### config.mk
export PLATFORM = sky130hd
export DESIGN_NAME = fcl_write_controller
export DESIGN_NICKNAME = d
export VERILOG_FILES = /design/src/rtl/fcl_pkg.sv /design/src/rtl/fcl_bit_packer.sv /design/src/rtl/fcl_write_controller.sv
export SDC_FILE = /design/constraint.sdc
export NUM_CORES = 1
export LEC_CHECK = 0
export CORE_UTILIZATION = 50
export DETAILED_ROUTE_END_ITERATION = 8
export PLACE_DENSITY = 0.73
export SYNTH_ARGS = -nofsm -noshare
export SYNTH_HDL_FRONTEND = slang
export SYNTH_SLANG_ARGS = --single-unit
### constraint.sdc
create_clock -name iCLK -period 3.1 [get_ports iCLK]
set_input_delay 0.31 -clock iCLK [delete_from_list [all_inputs] [get_ports iCLK]]
set_output_delay 0.31 -clock iCLK [all_outputs]
set_load 0.1 [all_outputs]
### src/rtl/fcl_pkg.sv
// rtl/fcl_pkg.sv - shared types and constants for the FCL activation buffer writer
//
// Purpose: state encoding for the write controller, default layer geometry,
//          and a word-count helper shared by the RTL and its bench.
package fcl_pkg;

  typedef enum logic [1:0] {
    IDLE    = 2'd0,
    COLLECT = 2'd1,
    FLUSH   = 2'd2,
    DONE    = 2'd3
  } fcl_wr_state_t;

  localparam int FCL1_NUM_NEURONS = 112;
  localparam int FCL_WORD_W       = 16;

  // Number of buffer words needed to hold n bits packed w per word.
  function automatic int num_words(input int n, input int w);
    return (n + w - 1) / w;
  endfunction

endpackage

### src/rtl/fcl_bit_packer.sv
// rtl/fcl_bit_packer.sv - LSB-first serial-to-word packer for the FCL writer
//
// Purpose: collects accepted bits into a WORD_W-bit pack register, LSB first,
//          and flags the accept that completes a word.
// Ports:
//   clk_i        clock, rising edge
//   rst_i        synchronous active-high reset
//   clear_i      zero pack register and bit count (frame start)
//   accept_i     a bit is accepted this cycle
//   bit_i        the accepted bit
//   last_i       the accepted bit is the final neuron of the frame
//   word_done_o  this accept completes a word (full or final partial)
//   word_o       pack register with the current bit merged in
module fcl_bit_packer
  import fcl_pkg::*;
#(
  parameter int WORD_W = FCL_WORD_W
) (
  input  logic              clk_i,
  input  logic              rst_i,
  input  logic              clear_i,
  input  logic              accept_i,
  input  logic              bit_i,
  input  logic              last_i,
  output logic              word_done_o,
  output logic [WORD_W-1:0] word_o
);

  localparam int BCW = (WORD_W > 1) ? $clog2(WORD_W) : 1;

  logic [WORD_W-1:0] pack_q, pack_d;
  logic [BCW-1:0]    bit_cnt_q, bit_cnt_d;

  always_comb begin
    word_o            = pack_q;
    word_o[bit_cnt_q] = bit_i;
    word_done_o       = accept_i && ((bit_cnt_q == BCW'(WORD_W - 1)) || last_i);

    pack_d    = pack_q;
    bit_cnt_d = bit_cnt_q;
    if (clear_i || word_done_o) begin
      // Clearing on completion is what keeps the unused upper bits of a
      // partial final word at zero.
      pack_d    = '0;
      bit_cnt_d = '0;
    end else if (accept_i) begin
      pack_d    = word_o;
      bit_cnt_d = bit_cnt_q + BCW'(1);
    end
  end

  always_ff @(posedge clk_i) begin
    if (rst_i) begin
      pack_q    <= '0;
      bit_cnt_q <= '0;
    end else begin
      pack_q    <= pack_d;
      bit_cnt_q <= bit_cnt_d;
    end
  end

endmodule

### src/rtl/fcl_write_controller.sv
// rtl/fcl_write_controller.sv - writer side of the FCL activation buffer
//
// Purpose: accepts one binarized neuron output per handshake, packs them into
//          WORD_W-bit words and writes them to consecutive addresses from 0,
//          then pulses oWr_DONE.
// Ports:
//   iCLK, iRST           clock; synchronous active-high reset
//   iSTART               frame start request (honoured only in IDLE)
//   iBIT_VALID, iBIT     serial bit stream; accepted when iBIT_VALID && oREADY
//   oREADY               high in COLLECT
//   oWr_EN/ADDR/DATA     buffer write port, one strobe per word
//   oWr_DONE             one-cycle frame-complete pulse
//   oBUSY                high outside IDLE
module fcl_write_controller
  import fcl_pkg::*;
#(
  parameter int NUM_NEURONS = FCL1_NUM_NEURONS,
  parameter int WORD_W      = FCL_WORD_W,
  parameter int ADDR_W      = 9
) (
  input  logic              iCLK,
  input  logic              iRST,
  input  logic              iSTART,
  input  logic              iBIT_VALID,
  input  logic              iBIT,
  output logic              oREADY,
  output logic              oWr_EN,
  output logic [ADDR_W-1:0] oWr_ADDR,
  output logic [WORD_W-1:0] oWr_DATA,
  output logic              oWr_DONE,
  output logic              oBUSY
);

  localparam int NCW = $clog2(NUM_NEURONS + 1);

  fcl_wr_state_t     state_q, state_d;
  logic [NCW-1:0]    neuron_cnt_q;
  logic [ADDR_W-1:0] word_cnt_q;
  logic              wr_en_q;
  logic [ADDR_W-1:0] wr_addr_q;
  logic [WORD_W-1:0] wr_data_q;

  logic              accept;
  logic              last_neuron;
  logic              start_frame;
  logic              word_done;
  logic [WORD_W-1:0] packed_word;

  assign accept      = iBIT_VALID && (state_q == COLLECT);
  assign last_neuron = (neuron_cnt_q == NCW'(NUM_NEURONS - 1));
  assign start_frame = (state_q == IDLE) && iSTART;

  fcl_bit_packer #(
    .WORD_W(WORD_W)
  ) u_packer (
    .clk_i      (iCLK),
    .rst_i      (iRST),
    .clear_i    (start_frame),
    .accept_i   (accept),
    .bit_i      (iBIT),
    .last_i     (last_neuron),
    .word_done_o(word_done),
    .word_o     (packed_word)
  );

  always_comb begin
    state_d = state_q;
    unique case (state_q)
      IDLE:    if (iSTART) state_d = COLLECT;
      COLLECT: if (accept && last_neuron) state_d = FLUSH;
      FLUSH:   state_d = DONE;
      DONE:    state_d = IDLE;
      default: state_d = IDLE;
    endcase
  end

  always_ff @(posedge iCLK) begin
    if (iRST) begin
      state_q      <= IDLE;
      neuron_cnt_q <= '0;
      word_cnt_q   <= '0;
      wr_en_q      <= 1'b0;
      wr_addr_q    <= '0;
      wr_data_q    <= '0;
    end else begin
      state_q <= state_d;
      wr_en_q <= word_done;

      if (start_frame) begin
        neuron_cnt_q <= '0;
      end else if (accept) begin
        neuron_cnt_q <= neuron_cnt_q + NCW'(1);
      end

      if (start_frame) begin
        word_cnt_q <= '0;
      end else if (word_done) begin
        word_cnt_q <= word_cnt_q + ADDR_W'(1);
      end

      // Address and data hold their last values between writes.
      if (word_done) begin
        wr_addr_q <= word_cnt_q;
        wr_data_q <= packed_word;
      end
    end
  end

  assign oREADY   = (state_q == COLLECT);
  assign oWr_EN   = wr_en_q;
  assign oWr_ADDR = wr_addr_q;
  assign oWr_DATA = wr_data_q;
  assign oWr_DONE = (state_q == DONE);
  assign oBUSY    = (state_q != IDLE);

endmodule

Yosys cells after proc, flatten, opt, wreduce, memory -nomap -nowiden
Cells that the tools add are included.

Flip-flop bits (word level): 64. Input bits: 5. Output and inout port bits: 29.

Equality and inequality tests: 7. Reductions and logical operators: 12. Add/sub/neg operators: 3. Muxes and demuxes: 6. Order comparisons: 2.

Operator list (count): $bwmux W16 (1); $add A9 B1 Y9 const B (1); $pmux W2 S4 (1); $add A7 B1 Y7 const B (1); $eq A7 B7 Y1 const B (1); $logic_and A1 B1 Y1 (5); $lt A4 B5 Y1 const B (1); $add A4 B1 Y4 const B (1); $demux W1 S4 (1); $eq A2 B2 Y1 const B (2); $eq A4 B4 Y1 const B (1); $ge A4 B1 Y1 const B (1); $mux W2 (2); $reduce_or A2 Y1 (2); $eq A2 B1 Y1 const B (1); $logic_not A2 Y1 (1); $logic_or A1 B1 Y1 (2); $ne A2 B1 Y1 const B (1); $ne A2 B2 Y1 const B (1); $reduce_and A2 Y1 (1); $reduce_bool A2 Y1 (1); $mux W1 (1).

Depth between registers and ports, before layout
Gate-level depths: netlist of run 1.

Depth in word-level cells: 5. Mapped depth: 9. Mapped depth without buffers: 7.

Hierarchy
From an unflattened synthesis of run 1, not the netlist that was laid out.

Cells, all modules: 329. Area total of the unflattened synthesis: 2991.6 um^2.

By module, submodules not included: fcl_write_controller (instances 1, cells each 179, seq. area each 880.8 um^2, area each 1749.2 um^2); fcl_bit_packer (instances 1, cells each 150, seq. area each 400.4 um^2, area each 1242.4 um^2).

Least setup slack after synthesis of run 1
No wires, ideal clock.

Path kind: register to register. From: register state_q[1]. To: register wr_data_q[10], in the netlist oWr_DATA[10]. Arrival: 2675 ps. Cell stages (with the launch flop): 9. Setup slack: 334 ps. Clock period less this slack: 2766 ps. Cell sequence: dfxtp_1 -> inv_1 -> ha_1 -> nand2_1 -> or4b_4 -> nand2_4 -> buf_6 -> nor2_1 -> a311oi_1.

Word-level cells in the longest chain between the ends: 3.

Ends and longest elaborated chain: start, declared (line fcl_write_controller.sv:36) `fcl_wr_state_t state_q, state_d;`; start signal, assigned (line fcl_write_controller.sv:86) `state_q <= state_d;`; $eq A2 B1 Y1; via oREADY (line fcl_write_controller.sv:26) `output logic oREADY,`; $logic_and A1 B1 Y1 (line fcl_write_controller.sv:49) `assign accept = iBIT_VALID && (state_q == COLLECT);`; $logic_and A1 B1 Y1 (line fcl_bit_packer.sv:37) `word_done_o = accept_i && ((bit_cnt_q == BCW'(WORD_W - 1)) || last_i);`; end signal, assigned (line fcl_write_controller.sv:104) `wr_data_q <= packed_word;`; end, declared (line fcl_write_controller.sv:41) `logic [WORD_W-1:0] wr_data_q;`.

The timed path passes the listed nets, and every way through them passes these cells. A chain may end at the register's enable or synchronous reset.

Worst setup path in the final report of run 1
From: register state_q[1]. To: register word_cnt_q[5].

Word-level cells in the longest chain between the ends: 3. Elaborated cells on any way between the ends: 6. Those cells by class: eq/ne: 1; reduce/logical: 5.

Ends and longest elaborated chain: $eq A2 B1 Y1 / $logic_not A2 Y1 (equally long branches) (line fcl_write_controller.sv:49, fcl_write_controller.sv:51); $logic_and A1 B1 Y1, on equally long branches (line fcl_write_controller.sv:49, fcl_write_controller.sv:51); $logic_and A1 B1 Y1 / $reduce_or A2 Y1 (equally long branches); end signal, assigned (line fcl_write_controller.sv:98) `word_cnt_q <= word_cnt_q + ADDR_W'(1);`; end, declared (line fcl_write_controller.sv:38) `logic [ADDR_W-1:0] word_cnt_q;`.

Several ways; a longest one is shown, not always the timed one.

==> impl_results.md, run 1 <==
* Outcome: finished clean
* Required time of the worst setup path at 3.36 ns
* Max H-tree Level at 3
* Cell area power density at 606 nW/um^2
* Largest net degree at the start of global routing at 44
* Post-Syn Nets at 354
* Clk buf depth at 2
* Post-synthesis cell count at 338
* GRT Overall Usage at 0.206
* Hpwl dp at 3830 um
* GR Util met3 at 0.0671
* Startpoint Class: flip-flop
* Vias at 2311
* Slew Viols, Final at 0
* Post-CTS setup repair buffer count at 0
* Cell variety after synth at 37
* GPL Wtd Cong at 0.759
* CTS root buffer: clkbuf_8
* Routed vias/inst at 5.29
* WS Path Type: flip-flop to flip-flop
* Worst vdd ir at 0.385 mV
* Post-Route WL at 5620 um
* Insertion delay to the later sink of the worst-skew pair at 0.33 ns
* Setup TNS Final at 0 ns
* Reg clk slew, reported paths at 0.07 ns
* Post-Place Cells at 421
* Fillcell total at 467
* Vias in the first global route at 2183
* Global Route met2 Usage at 0.300
* R2r worst-path depth at 7
* PortBufs at 33
* Starting Density at 0.516
* Worst Skew at 0.00935 ns
* CTS Buf Count at 9
* Fin crit period at 2.21 ns
* P_leak at 1.19 nW
* Drt pass-1 iters at 4
* CTS tree: built
* Nets@finish at 376
* Global route total overflow at 0
* Synthesized area per cell at 8.41 sq um
* Synth warn at 0
* Core ar. at 5510 sq um
* Measured slew at the worst slew-check pin at 0.978 ns
* DR iter-0 viols at 165
* Peak fanout along the critical path at 18
* Routed Antenna Nets at 0
* Met1 Use GR at 0.270
* Setup violators final at 0
* Post-route DRC at 0
* Die area at 5990 sq um
* Post-CTS sizing at 0
* Row count at 27
* Global route hottest layer: met2
* Critical Path End Type: flip-flop
* Die H at 77.4 um
* Tightest Hold Check Type: flip-flop to flip-flop
* Hold Buf Count CTS at 0
* Max Fclk at 453 MHz
* Area Overhead vs Synth at 18.5%
* Initial antenna violation count at 0
* DIE WIDTH at 77.4 um
* Max_slew headroom at 0.346
* Post-synth EDFFs at 0
* Syn Std Cell Area at 2840 sq um
* Fin. Hold Viols at 0
* Synth Register Bits at 64
* Sink Count at 64
* CP max stage cell: or4_1
* Worst path max stage delay at 0.54 ns
* Ports at 34
* Global-route wire length before repair at 9690 um
* Ys async rst share at 0
* Routed len/inst at 12.9 um
* Number of diodes at 0
* Setup repair after global routing missed its margin: false
* Max Cap Viol at 0
* Final instance count without filler cells at 437
* Post-synth top flop: dfxtp_1
* Sequential area share after synthesis at 0.451
* Critical path data arrival time at 2.47 ns
* Worst path cell trace: inv_1 > ha_1 > nand2_1 > nor4b_4 > nor2_2 > or4_1 > a21oi_1
* Crit share post-route at 0.711
* Layout cell share with drive strength beyond 1 at 0.0712
* Worst Hold Depth at 2
[cell usage after synthesis (all sizes together), types with 2 or more instances]
library cell | instances | area [sq um]
mux2i | 13 | 130
and3 | 2 | 12.5
buf | 8 | 47.5
nor2 | 41 | 156
and2 | 2 | 12.5
a211oi | 17 | 128
ha | 11 | 138
o31ai | 2 | 15.0
clkbuf | 18 | 67.6
nor2b | 2 | 12.5
o2111ai | 2 | 17.5
or3 | 3 | 18.8
dfxtp | 64 | 1280
nand2 | 65 | 251
o21ai | 4 | 20.0
xnor2 | 3 | 26.3
a21oi | 26 | 130
inv | 6 | 22.5
xor2 | 8 | 70.1
nand4 | 6 | 43.8
a311oi | 6 | 52.6
nand3 | 20 | 100
[placed cells by master, fill, tap and decap left out, types with 2 or more instances in the layout]
| cell type | count |
|---|---|
| nand2_1 | 64 |
| dfxtp_1 | 64 |
| nor2_1 | 40 |
| clkdlybuf4s50_1 | 30 |
| a21oi_1 | 26 |
| nand3_1 | 20 |
| a211oi_1 | 17 |
| mux2i_1 | 13 |
| ha_1 | 11 |
| clkbuf_8 | 11 |
| xor2_1 | 8 |
| buf_4 | 7 |
| inv_1 | 6 |
| a311oi_1 | 6 |
| nand4_1 | 5 |
| o21ai_0 | 4 |
| or3_1 | 3 |
| xnor2_1 | 3 |
| and2_1 | 2 |
| nor2b_1 | 2 |
| o31ai_1 | 2 |
| and3_1 | 2 |
| o2111ai_1 | 2 |
| clkinv_2 | 2 |
| clkbuf_1 | 2 |
[metrics by stage]
step / utilization / setup slack (ns) / hold slack, ns / total power (W) / area, sq um
after global placement: 0.576 / 0.827 / 0.442 / 0.00134 / 3170
after global routing: 0.612 / 0.631 / 0.478 / 0.00213 / 3370
after floorplan: - / 0.334 / 0.436 / 0.00126 / 2840
final: 0.612 / 0.895 / 0.449 / 0.00204 / 3370
after detailed placement: 0.576 / 0.754 / 0.444 / 0.00135 / 3170
after CTS: 0.612 / 0.887 / 0.451 / 0.00205 / 3370
[sequential cells by signal, indices dropped and copies added, names as in the netlist]
register / flops
neuron_cnt_q: 7
oWr_ADDR: 9
oWr_DATA: 16
oWr_EN: 1
state_q: 2
u_packer.bit_cnt_q: 4
u_packer.pack_q: 16
word_cnt_q: 9
[layout make-up]
cell class,instances,area [sq um],area share
Multi-Input combinational cell,242,1430,0.423
Sequential cell,64,1280,0.380
Timing Repair Buffer,37,353,0.105
Clock buffer,13,159,0.0471
Tap cell,72,90.1,0.0267
Clock inverter,3,40.0,0.0119
Inverter,6,22.5,0.00668
[power by group]
| group | internal, W | total [W] | switching [W] |
|---|---|---|---|
| sequential | 0.000856 | 0.000883 | 0.0000266 |
| clock | 0.000413 | 0.000713 | 0.000300 |
| combinational | 0.000120 | 0.000446 | 0.000327 |
[routing by layer]
metal	routed length, um	vias up	part of all wire
li1	-	1201	-
met1	2830	1060	0.50
met2	2540	46	0.45
met3	172	4	0.031
met4	69	0	0.012
met5	0	-	0
[logic make-up (layout without fill, tap and decap cells)]
| kind of cell | Yosys count | count (layout) | synth area share |
|---|---|---|---|
| AND/OR/NAND/NOR | 148 | 148 | 0.240 |
| adder cells (fa/ha/maj) | 11 | 11 | 0.0484 |
| multiplexers | 13 | 13 | 0.0458 |
| XOR/XNOR | 11 | 11 | 0.0339 |
| flip-flops | 64 | 64 | 0.451 |
| AO/OA/AOI/OAI | 59 | 59 | 0.133 |
| buffers and inverters | 32 | 59 | 0.0484 |
[worst max-delay path: cells and delay by family (launching register included)]
family / cells / cell delay [ns]
AND/OR/NAND/NOR: 4 / 1.32
flip-flops: 1 / 0.34
adder cells (fa/ha/maj): 1 / 0.23
AO/OA/AOI/OAI: 1 / 0.14
buffers and inverters: 1 / 0.10
[worst paths after layout]
check / start / end / slack [ns]
min reg2reg: oWr_ADDR[5]$_SDFFE_PP0P_ / oWr_ADDR[5]$_SDFFE_PP0P_ / 0.45
max reg2reg: state_q[1]$_SDFFE_PP0P_ / word_cnt_q[5]$_SDFFE_PP0P_ / 0.89
min: oWr_ADDR[5]$_SDFFE_PP0P_ / oWr_ADDR[5]$_SDFFE_PP0P_ / 0.45
max: state_q[1]$_SDFFE_PP0P_ / word_cnt_q[5]$_SDFFE_PP0P_ / 0.89
Power figures use the tool's default switching activity.
==> run 2, diff against run 1 <==
--- a/config.mk
+++ b/config.mk
@@ -7,7 +7,7 @@
 export LEC_CHECK = 0
 export CORE_UTILIZATION = 50
 export DETAILED_ROUTE_END_ITERATION = 8
-export PLACE_DENSITY = 0.73
+export PLACE_DENSITY = 0.76
 export SYNTH_ARGS = -nofsm -noshare
 export SYNTH_HDL_FRONTEND = slang
 export SYNTH_SLANG_ARGS = --single-unit
==> constraint.sdc (replaced) <==
create_clock -name iCLK -period 1.8 [get_ports iCLK]
set_input_delay 0.18 -clock iCLK [delete_from_list [all_inputs] [get_ports iCLK]]
set_output_delay 0.18 -clock iCLK [all_outputs]
set_load 0.1 [all_outputs]
==> impl_results.md, run 2 (synthesized netlist as in run 1, its figures left out) <==
* Outcome: complete, but fails checks
* Failing checks: setup timing
* Routed vias/inst at 5.48 (+3.7%)
* Fin crit period at 1.85 ns (-0.359 ns)
* Required time of the worst setup path at 2.05 ns (-1.31 ns)
* WHS at 0.457 ns (+0.00810 ns)
* Nets@finish at 416 (+11%)
* Global-route wire length before repair at 11200 um (+16%)
* Cell area power density at 938 nW/um^2 (+55%)
* Setup repair after global routing missed its margin: true
* Layout cell share with drive strength beyond 1 at 0.333 (+0.261)
* P_leak at 1.55 nW (+31%)
* Internal Power at 0.00243 W (+75%)
* Critical path data arrival time at 2.09 ns (-0.38 ns)
* CTS tree: built
* Crit share post-route at 1.03 (+0.314)
* DIE WIDTH at 77.4 um (unchanged)
* Share of power burned in registers at 0.416 (-0.016)
* Area Overhead vs Synth at 37.3%
* Hpwl dp at 4360 um (+14%)
* CP max stage cell: or4b_4
* WS Path Type: flip-flop to flip-flop
* Vias at 2605 (+13%)
* Setup violators final at 14 (+14)
* Core ar. at 5510 sq um (unchanged)
* Tightest Hold Check Type: flip-flop to flip-flop
* GPL Wtd Cong at 0.788 (+3.7%)
* Row count at 27 (unchanged)
* Reg clk slew, reported paths at 0.07 ns (about the same)
* Post-route DRC at 0 (unchanged)
* Die H at 77.4 um (unchanged)
* Sw Ratio at 0.337 (+0.0176)
* Max H-tree Level at 3 (unchanged)
* Worst path max stage delay at 0.62 ns (+0.08 ns)
* Clk pwr share at 0.283 (-0.066)
* Die area at 5990 sq um (unchanged)
* Largest net degree at the start of global routing at 29 (-34%)
* Gate power share at 0.301 (+0.082)
* Dpl ws at -0.193 ns (-0.947 ns)
* Startpoint Class: flip-flop
* Post-layout util at 0.709 (+0.0968)
* Worst path cell trace: ha_4 > nand4_4 > or4b_4 > nand2_8 > buf_4 > nor2_1 > nor3b_1
* Insertion delay to the later sink of the worst-skew pair at 0.33 ns (about the same)
* Max_slew headroom at 0.636 (+0.290)
* Fin. Hold Viols at 0 (unchanged)
* Post-Route WL at 6910 um (+23%)
* Measured slew at the worst slew-check pin at 0.546 ns (-0.432 ns)
* Starting Density at 0.516 (unchanged)
* Slew Viols, Final at 0 (unchanged)
* Routed Antenna Nets at 0 (unchanged)
* PortBufs at 33 (unchanged)
* Critical Path End Type: flip-flop
* CTS Buf Count at 9 (unchanged)
* Number of diodes at 0 (unchanged)
* Sink Count at 64 (unchanged)
* Initial antenna violation count at 0 (unchanged)
* Peak fanout along the critical path at 8 (-10)
* Post-Place Cells at 450 (+6.9%)
* Clk buf depth at 2 (unchanged)
* CTS root buffer: clkbuf_8
* Max Cap Viol at 0 (unchanged)
* GRT Overall Usage at 0.235 (+0.0287)
* Final instance count without filler cells at 475 (+8.7%)
* NetSw at 0.00123 W (+89%)
* Routed len/inst at 14.6 um (+13%)
* Drt pass-1 iters at 4 (unchanged)
* Worst vdd ir at 0.663 mV (+72%)
* Vias in the first global route at 2437 (+12%)
* Ports at 34 (unchanged)
* Most common cell after layout, fill and taps aside: dfxtp_1
* DR iter-0 viols at 188 (+14%)
* Max Fclk at 542 MHz (+19%)
* Setup slack after layout at -0.0465 ns (-0.941 ns)
* Commonest cells after routing, fill and taps aside: dfxtp_1, buf_4, nand2_1
* Worst Skew at 0.00673 ns (-0.00262 ns)
* Global route total overflow at 0 (unchanged)
[run 2: cell types whose count changed in the layout (fill, tap and decap cells not counted), moves of 5 or more]
| cell | previous run | this run |
|---|---|---|
| a21oi_2 | 0 | 8 |
| clkdlybuf4s50_1 | 30 | 4 |
| nand2_1 | 64 | 53 |
| nand2_2 | 0 | 7 |
| a21oi_1 | 26 | 17 |
| nor2_1 | 40 | 34 |
| buf_6 | 0 | 6 |
| a211oi_2 | 0 | 5 |
| buf_4 | 7 | 59 |
| a211oi_1 | 17 | 12 |
[run 2: metrics by stage]
step	total power [W]	setup TNS, ns	instance area (sq um)
6_report	0.00366	-0.358	3900
3_3_place_gp	0.00253	-2.52	3400
2_1_floorplan	0.00221	-2.79	2870
4_1_cts	0.00362	0	3660
5_1_grt	0.00383	-2.23	3900
3_5_place_dp	0.00255	-3.50	3400
[run 2: what timing repair did]
action                                 4_1_cts  5_1_grt
endpoints found under the hold margin        0        0
pin swaps                                    5       18
gates cloned                                 0        2
setup endpoints to repair                   30       33
hold buffers                                 0        0
buffers inserted                             7        2
resized for setup                            9       49
[run 2: path summary, 6_finish.rpt]
check / start / endpoint / slack [ns] / cells after the start
worst max-delay path: neuron_cnt_q[1]$_SDFFE_PP0P_ / word_cnt_q[0]$_SDFFE_PP0P_ / -0.05 / 7
worst min-delay path: u_packer.pack_q[11]$_SDFFE_PP0P_ / u_packer.pack_q[11]$_SDFFE_PP0P_ / 0.46 / 2
worst max register to register: neuron_cnt_q[1]$_SDFFE_PP0P_ / word_cnt_q[0]$_SDFFE_PP0P_ / -0.05 / 7
worst min register to register: u_packer.pack_q[11]$_SDFFE_PP0P_ / u_packer.pack_q[11]$_SDFFE_PP0P_ / 0.46 / 2
[run 2: metal layers]
| layer | routed length [um] | global-route usage | part of all wire |
|---|---|---|---|
| met1 | 3100 | 0.299 | 0.45 |
| met2 | 3420 | 0.390 | 0.49 |
| met3 | 295 | 0.0435 | 0.043 |
| met4 | 97 | 0.0906 | 0.014 |
| met5 | 0 | 0 | 0 |
[run 2: power groups by stage]
stage	combinational, W	sequential, W	clock (W)
2_1_floorplan	0.000658	0.00155	0
3_5_place_dp	0.000988	0.00156	0
6_report	0.00110	0.00152	0.00104
4_1_cts	0.00105	0.00152	0.00105
3_3_place_gp	0.000972	0.00155	0
5_1_grt	0.00118	0.00153	0.00112
[run 2: layout make-up]
class,count,area [sq um]
multi-input cells,243,1660
fillers,397,1600
flip-flops and latches,64,1290
repair buffers,76,686
clock buffers,10,138
well taps,72,90.1
clock inverters,4,22.5
inverters,6,22.5
[run 2: critical path, delay by kind of cell, from the launching register on]
family	cells	cell delay, ns
DFF	1	0.35
adders and majority gates	1	0.15
buffers and inverters	1	0.13
and+or+nand+nor	5	1.13
==> run 3, diff against run 2 <==
--- a/config.mk
+++ b/config.mk
@@ -5,9 +5,11 @@
 export SDC_FILE = /design/constraint.sdc
 export NUM_CORES = 1
 export LEC_CHECK = 0
-export CORE_UTILIZATION = 50
+export CELL_PAD_IN_SITES_DETAIL_PLACEMENT = 0
+export CELL_PAD_IN_SITES_GLOBAL_PLACEMENT = 2
+export CORE_UTILIZATION = 33
 export DETAILED_ROUTE_END_ITERATION = 8
-export PLACE_DENSITY = 0.76
+export PLACE_DENSITY_LB_ADDON = 0.1
 export SYNTH_ARGS = -nofsm -noshare
 export SYNTH_HDL_FRONTEND = slang
 export SYNTH_SLANG_ARGS = --single-unit
==> constraint.sdc (replaced) <==
create_clock -name iCLK -period 2.1 [get_ports iCLK]
set_input_delay 0.21 -clock iCLK [delete_from_list [all_inputs] [get_ports iCLK]]
set_output_delay 0.21 -clock iCLK [all_outputs]
set_load 0.1 [all_outputs]
==> impl_results.md, run 3 (synthesized netlist as in run 1, its figures left out) <==
* Reg2reg start: neuron_cnt_q[1]$_SDFFE_PP0P_
* Critical Path End Type: flip-flop
* Outcome: finished clean
* Vias in the first global route at 2184 (-10%)
* Max Cap Viol at 0 (unchanged)
* Die H at 94.8 um (+22%)
* Max_slew headroom at 0.564 (-0.0720)
* Peak fanout along the critical path at 24 (+16)
* Startpoint Class: flip-flop
* Share of power burned in registers at 0.399 (-0.017)
* Largest net degree at the start of global routing at 27 (-6.9%)
* Final instance count without filler cells at 485 (+2.1%)
* Row count at 33 (+22%)
* Die area at 8990 sq um (+50%)
* Routed Antenna Nets at 0 (unchanged)
* Insertion delay to the later sink of the worst-skew pair at 0.34 ns (about the same)
* Crit share post-route at 0.927 (-0.0984)
* PortBufs at 33 (unchanged)
* Worst vdd ir at 0.492 mV (-26%)
* Initial antenna violation count at 0 (unchanged)
* Required time of the worst setup path at 2.36 ns (+0.31 ns)
* Multi-input logic area at 1440 sq um (-13%)
* WS Path Type: flip-flop to flip-flop
* NetSw at 0.00109 W (-12%)
* Routed len/inst at 13.8 um (-5.2%)
* Post-Place Cells at 469 (+4.2%)
* P_leak at 1.34 nW (-13%)
* R2R Setup Slk at 0.15 ns (+0.20 ns)
* Post-CTS setup repair buffer count at 0 (-7)
* Drt pass-1 iters at 4 (unchanged)
* GRT Overall Usage at 0.165 (-0.0692)
* Nets@finish at 391 (-6.0%)
* Max Fclk at 513 MHz (-5.2%)
* Worst Hold Depth at 2 (unchanged)
* WHS at 0.452 ns (-0.00522 ns)
* Hpwl dp at 4650 um (+6.6%)
* Number of diodes at 0 (unchanged)
* Post-Route WL at 6690 um (-3.3%)
* Hold Buf Count CTS at 0 (unchanged)
* FF/Latch Area at 1280 sq um (-0.39%)
* Core ar. at 8260 sq um (+50%)
* Max H-tree Level at 3 (unchanged)
* Critical path data arrival time at 2.20 ns (+0.11 ns)
* Post-route DRC at 0 (unchanged)
* DR iter-0 viols at 82 (-56%)
* Measured slew at the worst slew-check pin at 0.652 ns (+0.106 ns)
* Global-route wire length before repair at 11200 um (-0.30%)
* Worst setup path end: oWr_DATA[9]$_SDFFE_PP0P_
* Routed vias/inst at 4.84 (-12%)
* Area Overhead vs Synth at 24.6%
* Clk pwr share at 0.363 (+0.080)
* DIE WIDTH at 94.8 um (+22%)
* Tightest Hold Check Type: flip-flop to flip-flop
* Gate power share at 0.238 (-0.063)
* Ports at 34 (unchanged)
* CTS tree: built
* Worst Skew at 0.0117 ns (+0.00499 ns)
* Slew Viols, Final at 0 (unchanged)
* Setup TNS Final at 0 ns (+0.358 ns)
* GPL Wtd Cong at 0.733 (-7.0%)
* Clk buf depth at 2 (unchanged)
* Min-Delay Startpoint: oWr_ADDR[3]$_SDFFE_PP0P_
* Crit Reg-Reg Endpoint: oWr_DATA[9]$_SDFFE_PP0P_
* R2r worst-path depth at 7 (unchanged)
* Fin crit period at 1.95 ns (+0.101 ns)
* Starting Density at 0.344 (-0.172)
* Fillcell total at 871 (+120%)
* Vias at 2346 (-9.9%)
* Critical Path Source: neuron_cnt_q[1]$_SDFFE_PP0P_
* Fin. Hold Viols at 0 (unchanged)
* Final Power at 0.00327 W (-11%)
* Sw Ratio at 0.332 (-0.00532)
* Layout cell share with drive strength beyond 1 at 0.189 (-0.143)
* CTS root buffer: clkbuf_8
* Setup violators final at 0 (-14)
* Cell area power density at 923 nW/um^2 (-1.6%)
* CTS Buf Count at 9 (unchanged)
* Setup repair after global routing missed its margin: false
* Internal Power at 0.00219 W (-9.9%)
* Post-CTS sizing at 0 (-9)
* Commonest cells after routing, fill and taps aside: dfxtp_1, nand2_1, buf_4
* Global route total overflow at 0 (unchanged)
* Most common cell after layout, fill and taps aside: dfxtp_1
* Sink Count at 64 (unchanged)
* Reg clk slew, reported paths at 0.08 ns (about the same)
[run 3: changes by cell type in the layout (fill, tap and decap cells not counted), sizes merged]
cell | previous run | this run
buf | 71 | 48
clkbuf | 11 | 9
bufinv | 0 | 2
nand2 | 66 | 65
inv | 6 | 7
[run 3: critical path, stage by stage (launching register included)]
cell	delay (ns)
dfxtp_1	0.37
ha_1	0.22
nand4_2	0.16
or4b_4	0.55
nand2_4	0.12
buf_12	0.16
nor2_1	0.05
a311oi_1	0.24
[run 3: per-stage QoR]
stage,setup slack (ns),utilization,area [sq um]
finish,0.152,0.429,3540
global route,0.0290,0.429,3540
CTS,0.0835,0.429,3540
detailed placement,0.0333,0.403,3330
global placement,0.0823,0.403,3330
floorplan,0.0118,-,2860
[run 3: power groups by stage]
stage	logic (W)	registers, W	clock network, W
global route	0.000842	0.00132	0.00128
global placement	0.000775	0.00133	0
detailed placement	0.000780	0.00133	0
floorplan	0.000556	0.00133	0
finish	0.000778	0.00131	0.00119
CTS	0.000782	0.00131	0.00123
[run 3: final cells by class]
cell class              count  share of cell area
clock buffers               9              0.0349
clock inverters             7              0.0268
inverters                   6             0.00635
multi-input cells         242               0.406
flip-flops and latches     64               0.361
well taps                 105              0.0371
repair buffers             52               0.127
[run 3: per-layer routing]
layer | vias to the layer above | track usage | wire, um
li1 | 1236 | - | -
met1 | 1073 | 0.239 | 3660
met4 | 0 | 0.0758 | 103
met2 | 28 | 0.232 | 2750
met3 | 9 | 0.0338 | 175
met5 | - | 0 | 0
[run 3: worst min path at each step]
stage	endpoint	slack, ns
final	oWr_ADDR[3]$_SDFFE_PP0P_	0.45
after global routing	oWr_ADDR[0]$_SDFFE_PP0P_	0.48
after CTS	oWr_ADDR[7]$_SDFFE_PP0P_	0.46
after detailed placement	oWr_ADDR[3]$_SDFFE_PP0P_	0.45
after global placement	oWr_ADDR[7]$_SDFFE_PP0P_	0.44
after floorplan	u_packer.pack_q[15]$_SDFFE_PP0P_	0.43
